File: src/rtl/running_total_count_p.sv
// rtl/running_total_count_p.sv - button-driven running total with press counter and 7-segment displays
//
// Purpose: each high-to-low transition of the asynchronous add_n button adds
// (mode=0) or subtracts (mode=1) the SW operand to/from a running total and
// bumps a press counter. Totals, counts and SW are shown on active-low
// 7-segment digits.
//
// Optional feature macro: RUNNING_TOTAL_SATURATE_EN
//   undefined (default): sum wraps modulo 2^SUM_W
//   defined            : sum clamps at 2^SUM_W-1 / 0
//
// Ports:
//   clk      in   single clock, rising edge
//   rst      in   synchronous active-high reset
//   SW       in   IN_W operand switches (unsigned)
//   add_n    in   add button, active-low, asynchronous
//   mode     in   0 = add, 1 = subtract
//   IN_HEX   out  7*IN_DIG segments for SW (combinational)
//   CNT_HEX  out  7*CNT_DIG segments for count_q
//   SUM_HEX  out  7*SUM_DIG segments for sum_q
//   sum_q    out  SUM_W running total
//   count_q  out  CNT_W accepted press count
//   ovf      out  sticky carry/borrow flag

module running_total_count_p #(
  parameter  int IN_W    = 8,
  parameter  int SUM_W   = 16,
  parameter  int CNT_W   = 8,
  localparam int IN_DIG  = (IN_W + 3) / 4,
  localparam int SUM_DIG = (SUM_W + 3) / 4,
  localparam int CNT_DIG = (CNT_W + 3) / 4
) (
  input  logic                 clk,
  input  logic                 rst,
  input  logic [IN_W-1:0]      SW,
  input  logic                 add_n,
  input  logic                 mode,
  output logic [7*IN_DIG-1:0]  IN_HEX,
  output logic [7*CNT_DIG-1:0] CNT_HEX,
  output logic [7*SUM_DIG-1:0] SUM_HEX,
  output logic [SUM_W-1:0]     sum_q,
  output logic [CNT_W-1:0]     count_q,
  output logic                 ovf
);

  // Active-low segments {g,f,e,d,c,b,a}
  function automatic logic [6:0] hex7(input logic [3:0] n);
    logic [6:0] seg;
    case (n)
      4'h0: seg = 7'b1000000;
      4'h1: seg = 7'b1111001;
      4'h2: seg = 7'b0100100;
      4'h3: seg = 7'b0110000;
      4'h4: seg = 7'b0011001;
      4'h5: seg = 7'b0010010;
      4'h6: seg = 7'b0000010;
      4'h7: seg = 7'b1111000;
      4'h8: seg = 7'b0000000;
      4'h9: seg = 7'b0010000;
      4'hA: seg = 7'b0001000;
      4'hB: seg = 7'b0000011;
      4'hC: seg = 7'b1000110;
      4'hD: seg = 7'b0100001;
      4'hE: seg = 7'b0000110;
      default: seg = 7'b0001110;
    endcase
    return seg;
  endfunction

  // Button synchronizer plus history flop
  logic s1, s2, s3;
  // v1/v2 mark when s1/s2 hold real samples of add_n rather than reset values;
  // armed requires a genuine "released" sample so a button held through reset
  // is ignored until it is let go and pressed again.
  logic v1, v2, armed;
  logic press;

  assign press = s3 & ~s2 & armed;

  logic [SUM_W-1:0] sw_ext;
  logic [SUM_W:0]   raw;
  logic [SUM_W-1:0] sum_next;
  logic             flow;

  always_comb begin
    sw_ext = '0;
    sw_ext[IN_W-1:0] = SW;
    if (mode) raw = {1'b0, sum_q} - {1'b0, sw_ext};
    else      raw = {1'b0, sum_q} + {1'b0, sw_ext};
    // MSB is carry-out on add and borrow on subtract
    flow = raw[SUM_W];
`ifdef RUNNING_TOTAL_SATURATE_EN
    if (flow) sum_next = mode ? '0 : '1;
    else      sum_next = raw[SUM_W-1:0];
`else
    sum_next = raw[SUM_W-1:0];
`endif
  end

  always_ff @(posedge clk) begin
    if (rst) begin
      s1      <= 1'b1;
      s2      <= 1'b1;
      s3      <= 1'b1;
      v1      <= 1'b0;
      v2      <= 1'b0;
      armed   <= 1'b0;
      sum_q   <= '0;
      count_q <= '0;
      ovf     <= 1'b0;
    end else begin
      s1    <= add_n;
      s2    <= s1;
      s3    <= s2;
      v1    <= 1'b1;
      v2    <= v1;
      armed <= armed | (v2 & s2);
      if (press) begin
        sum_q   <= sum_next;
        count_q <= count_q + CNT_W'(1);
        ovf     <= ovf | flow;
      end
    end
  end

  // Zero-padded copies so the top digit of a non-multiple-of-4 width reads cleanly
  logic [4*IN_DIG-1:0]  sw_pad;
  logic [4*SUM_DIG-1:0] sum_pad;
  logic [4*CNT_DIG-1:0] cnt_pad;

  always_comb begin
    sw_pad  = '0;
    sum_pad = '0;
    cnt_pad = '0;
    sw_pad[IN_W-1:0]   = SW;
    sum_pad[SUM_W-1:0] = sum_q;
    cnt_pad[CNT_W-1:0] = count_q;
  end

  for (genvar k = 0; k < IN_DIG; k++) begin : g_in_hex
    assign IN_HEX[7*k +: 7] = hex7(sw_pad[4*k +: 4]);
  end
  for (genvar k = 0; k < SUM_DIG; k++) begin : g_sum_hex
    assign SUM_HEX[7*k +: 7] = hex7(sum_pad[4*k +: 4]);
  end
  for (genvar k = 0; k < CNT_DIG; k++) begin : g_cnt_hex
    assign CNT_HEX[7*k +: 7] = hex7(cnt_pad[4*k +: 4]);
  end

endmodule

File: config.mk
export PLATFORM = sky130hd
export DESIGN_NAME = running_total_count_p
export DESIGN_NICKNAME = d
export VERILOG_FILES = /design/src/rtl/running_total_count_p.sv
export SDC_FILE = /design/constraint.sdc
export NUM_CORES = 1
export LEC_CHECK = 0
export CORE_ASPECT_RATIO = 1.5
export CORE_UTILIZATION = 25
export DETAILED_ROUTE_END_ITERATION = 12
export HOLD_SLACK_MARGIN = 0.08
export PLACE_DENSITY_LB_ADDON = 0.1
export SLEW_MARGIN = 20
export SYNTH_ARGS = -nofsm -noshare
export SYNTH_HDL_FRONTEND = slang
export SYNTH_SLANG_ARGS = --single-unit
File: constraint.sdc
create_clock -name clk -period 5.6 [get_ports clk]
set_input_delay 0.84 -clock clk [delete_from_list [all_inputs] [get_ports clk]]
set_output_delay 0.84 -clock clk [all_outputs]
set_load 0.01 [all_outputs]
# After elaboration in Yosys (flattened, before gate mapping)
# Memories as Yosys holds them, arrays and structs flattened. A register that Yosys moved wholly into a read port is not among the register bits.
# Index checks and enable logic that the tools add are counted.
[totals]
input_bits = 12
output_inout_bits = 81
register_bits = 31
memories = 8
mem_bits_ro = 896
[op_classes]
n_bitwise = 6
n_addsub = 3
n_mux = 14
[mem_list]
columns = ["name", "words", "word_bits", "rd", "rd_clocked_by_memory_dff", "wr", "line", "text"]
rows = [
  ["(no name shown)", 16, 7, 1, 1, 0, "49", "case (n)"],
  ["(no name shown)", 16, 7, 1, 1, 0, "49", ""],
  ["(no name shown)", 16, 7, 1, 1, 0, "49", ""],
  ["(no name shown)", 16, 7, 1, 1, 0, "49", ""],
  ["(no name shown)", 16, 7, 1, 1, 0, "49", ""],
  ["(no name shown)", 16, 7, 1, 0, 0, "49", ""],
  ["2 more memories", "--", "--", "--", "--", "--", "--", ""],
]
[op_table]
columns = ["op", "count"]
rows = [
  ["two-way mux 4 bit", 12],
  ["adder 16 x 8 -> 17 bit", 1],
  ["two-way mux 17 bit", 1],
  ["subtractor 16 x 8 -> 17 bit", 1],
  ["adder 8 x 1 -> 8 bit (second input constant)", 1],
  ["AND 1 bit", 3],
  ["OR 1 bit", 2],
  ["two-way mux 1 bit", 1],
  ["inverter 1 bit", 1],
]

# Longest topological paths before layout
[depth]
depth_word = 5
ltp_mapped = 19
depth_no_buf = 18

# Least setup slack after synthesis
# OpenSTA, ideal clock, no wires.
[synth_timing]
path_type = "in2reg"
start = "input SW[3]"
end = "register, netlist name SUM_HEX[25]"
cell_stages = 17
setup_time_ns = 0.074
path_slack_ns = 1.145
required_ns = 5.526
t_arrival_ns = 4.381
n_path_buf = 1
cell_sequence = "clkbuf_1 > nor2_1 > and4_1 > and2_1 > ha_1 > mux2i_1 > ha_1 > a21o_1 > a21o_1 > nor4b_2 > nor2_1 > xnor2_1 > a211oi_1 > inv_1 > ha_1 > or3_1 > o21ai_0"
[synth_via]
elab_chain_cells = 4
elab_cells_between_ends = 5
[synth_rtl]
columns = ["item", "line", "text"]
rows = [
  ["start: declaration", "35", "input logic [IN_W-1:0] SW,"],
  ["adder 16 x 8 -> 17 bit or subtractor 16 x 8 -> 17 bit (tied branches)", "89, 88", ""],
  ["two-way mux 17 bit (*)", "88", "if (mode) raw = {1'b0, sum_q} - {1'b0, sw_ext};"],
  ["two-way mux 4 bit (no line) (*) (2 in series)", "--", ""],
]
# Every way passes the cells marked *; elsewhere a longest branch is shown, timed or not.
# A chain may end at the register's enable or synchronous reset.

# Worst setup path in the final report
[layout_timing]
start = "input SW[0]"
end = "register, netlist name SUM_HEX[25]"
[layout_via]
elab_chain_cells = 4
elab_cells_between_ends = 5
[layout_rtl]
columns = ["item", "line"]
rows = [
  ["adder 16 x 8 -> 17 bit or subtractor 16 x 8 -> 17 bit (tied branches)", "89, 88"],
  ["two-way mux 17 bit (*)", "88"],
  ["two-way mux 4 bit (no line) (*) (2 in series)", "--"],
]
# Marked as above.

==> impl_metrics.yaml <==
clocking:
  cts_buffer_depth: 2
  ctsHoldBuffers: 0
  cts.sinks: 73
  ctsResizeCount: 0
  htreeDepth: 3
  cts_tree: "built"
  post_cts_buffers: 0
  cts_buffers: 9
  cts.reportedPaths.clkPinSlew_ps: 60
  clk_latency_ps: 340
  cts_root_buffer: "clkbuf_16"
logic_synthesis:
  synth.distinct_cells: 72
  synth_ff_type: "dfxtp_1"
  ys_top_cells_by_area: "dfxtp_1 (29%), ha_1 (16%), mux2i_1 (5.6%), nand2_1 (4.6%), a21oi_1 (3.2%)"
  async_flop_share: 0
  synth_cells: 583
  yosysTopAreaCell: "dfxtp_1"
  ys_seq_area_frac: 0.294
  yosysWarnings: 0
  syn-num-nets: 660
  synth.avg_cell_area_um2: 8.53
  synth-edff-count: 0
  synth_seq_cells: 73
  synth_top_area_frac: 0.294
  netlist_area_um2: 4970
sta:
  slew_violations: 0
  fmax_ghz: 0.200
  setup_tns_ps: 0
  slew_headroom: 0.555
  final-hold-violation-count: 0
  finClkSkew_ps: 9.19
  finalCriticalPeriod_ps: 5000
  setup_violations: 0
  tightest_slew_ps: 661
  grt_setup_unrepaired: "no"
  min_period_over_period: 0.893
layout:
  layout-drive-gt1-share: 0.0889
  fillCellCount: 1995
  ff_latch_area_um2: 1460
  n_antenna_cell: 0
  nets: 747
  area_delta_synth_final_pct: 31.0
  fin_area_um2: 6520
  post-route-util: 0.337
  instances_no_fill: 931
  multi_input_area_um2: 3230
global_route:
  grt_pass1_wl_um: 21700
  groute.usage.overall: 0.136
  grtUsageMet3: 0.0257
  antenna_found_initial: 0
  grt_busiest_layer: "met2"
  grt_max_degree: 37
  grt_overflow_total: 0
  met1_usage: 0.148
  first_global_vias: 4434
  use_met2: 0.254
placed_design:
  dp.final_hpwl_um: 10400
  port-buffer-count: 92
  place_congestion: 0.786
  dp.cells: 915
  post_dp_cell_area_um2: 6170
routing:
  drc: 0
  vias: 4381
  routed_wl_um: 13500
  wl_per_cell_um: 14.5
  antenna_left: 0
  vias_per_cell: 4.71
  firstDrtPassIters: 4
  drt-initial-drc-count: 173
min_path:
  min-delay-path-class: "reg -> reg"
  hold_path_end: "s2$_SDFF_PP1_"
  holdCritStartpoint: "s1$_SDFF_PP1_"
  min_path_cells: 1
critical_path:
  r2r_start: "sum_q[0]$_SDFFE_PP0P_"
  cp-end-kind: "register"
  critical_path_peak_fanout: 7
  cp.arrival_ps: 5270
  path_class: "in -> reg"
  r2r_end: "SUM_HEX[15]$_DFF_P_"
  cp-start-kind: "primary input"
  cp.required_ps: 5860
  reg2reg_slack_ps: 2060
  rr_worst_depth: 15
power:
  leakage_nw: 2.74
  power_w: 0.00141
  irDropWorstVdd_mv: 0.149
  power.density_nw_per_um2: 216
floorplanning:
  core_region_area_um2: 19300
  die_x_um: 117
  io_pins: 93
  fp.dieArea_um2: 20500
  die_height_um: 175
  row_count: 62
  start_util: 0.258
flow_run:
  max-cap-violations: 0
outcome:
  status: "finished clean"
power breakdown:
group / internal (W) / total, W / switching [W]
clock: 0.000445 / 0.000681 / 0.000236
combinational: 0.0000901 / 0.000192 / 0.000102
sequential: 0.000530 / 0.000535 / 0.00000492
total: 0.00107 / 0.00141 / 0.000342
layer usage:
| metal | vias to the layer above | share of wire |
|---|---|---|
| li1 | 2231 | - |
| met1 | 2040 | 0.40 |
| met2 | 94 | 0.54 |
| met3 | 16 | 0.045 |
| met4 | 0 | 0.017 |
| met5 | - | 0 |
final cells by class:
cell class | count | area share
clock buffer | 10 | 0.0367
clock inverter | 6 | 0.0161
inverter | 42 | 0.0250
multi-input combinational | 441 | 0.495
sequential | 73 | 0.224
tap | 256 | 0.0491
timing repair buffer | 103 | 0.154
layout by cell type (no fill, tap or decap), drive strengths merged, types with 5 or more instances in the layout:
master	Yosys	layout
nor3	8	8
nand3	11	11
xor2	6	6
xnor2	12	12
o21ai	35	35
dfxtp	73	73
a21oi	34	34
or3	8	8
o22ai	12	12
and2	6	6
a22o	5	5
nor2	37	37
o21a	5	5
or2	11	11
mux2i	29	29
inv	41	41
buf	10	11
clkdlybuf4s50	0	92
ha	64	64
and3	6	6
nand2	62	62
a21o	10	10
a211oi	8	8
nor2b	9	9
clkbuf	17	10
a31oi	7	7
critical path: stages:
cell,delay [ps]
clkdlybuf4s50_1,640
inv_1,170
and4_1,220
and2_1,190
ha_1,290
mux2i_1,150
ha_1,320
a21o_1,210
a21o_1,190
nor4b_2,430
nor2_1,100
xnor2_1,180
a211oi_1,490
inv_1,190
ha_1,220
or3_1,360
o21ai_0,70
metrics by stage:
step	hold slack, ps	setup slack, ps
2_1_floorplan	389	1140
3_3_place_gp	399	448
3_5_place_dp	395	299
4_1_cts	419	604
5_1_grt	433	234
6_report	413	598
kinds of logic (layout without fill, tap and decap cells):
logic type / count (synthesis) / in the layout / synth area share
buffers and inverters: 69 / 161 / 0.0576
AOI/OAI and AO/OA: 147 / 147 / 0.197
and+or+nand+nor: 177 / 177 / 0.176
muxes: 34 / 34 / 0.0790
DFF: 73 / 73 / 0.294
adders and majority gates: 65 / 65 / 0.165
xor gates and xnor gates: 18 / 18 / 0.0317
registers in the layout, indices dropped and copies added (netlist names):
signal   flops
sum_q       16
armed        1
SUM_HEX     28
v1           1
count_q      8
v2           1
s1           1
ovf          1
CNT_HEX     14
s3           1
s2           1
synth_stat cells, drive strengths merged (7+ instances only):
library cell   n
a211oi         8
a21o          10
a21oi         34
a31oi          7
buf           10
clkbuf        17
dfxtp         73
ha            64
inv           41
mux2i         29
nand2         62
nand3         11
nor2          37
nor2b          9
nor3           8
o21ai         35
o22ai         12
or2           11
or3            8
xnor2         12
worst max-delay path by stage:
stage,from,endpoint,cells after the start
after global routing,SW[3],SUM_HEX[25]$_DFF_P_,17
final,SW[0],SUM_HEX[25]$_DFF_P_,17
after global placement,SW[0],SUM_HEX[25]$_DFF_P_,17
after CTS,SW[0],SUM_HEX[25]$_DFF_P_,17
after detailed placement,SW[0],SUM_HEX[25]$_DFF_P_,17
after floorplan,SW[3],SUM_HEX[25]$_DFF_P_,17
Note: power is estimated with default switching activity, not from simulation.
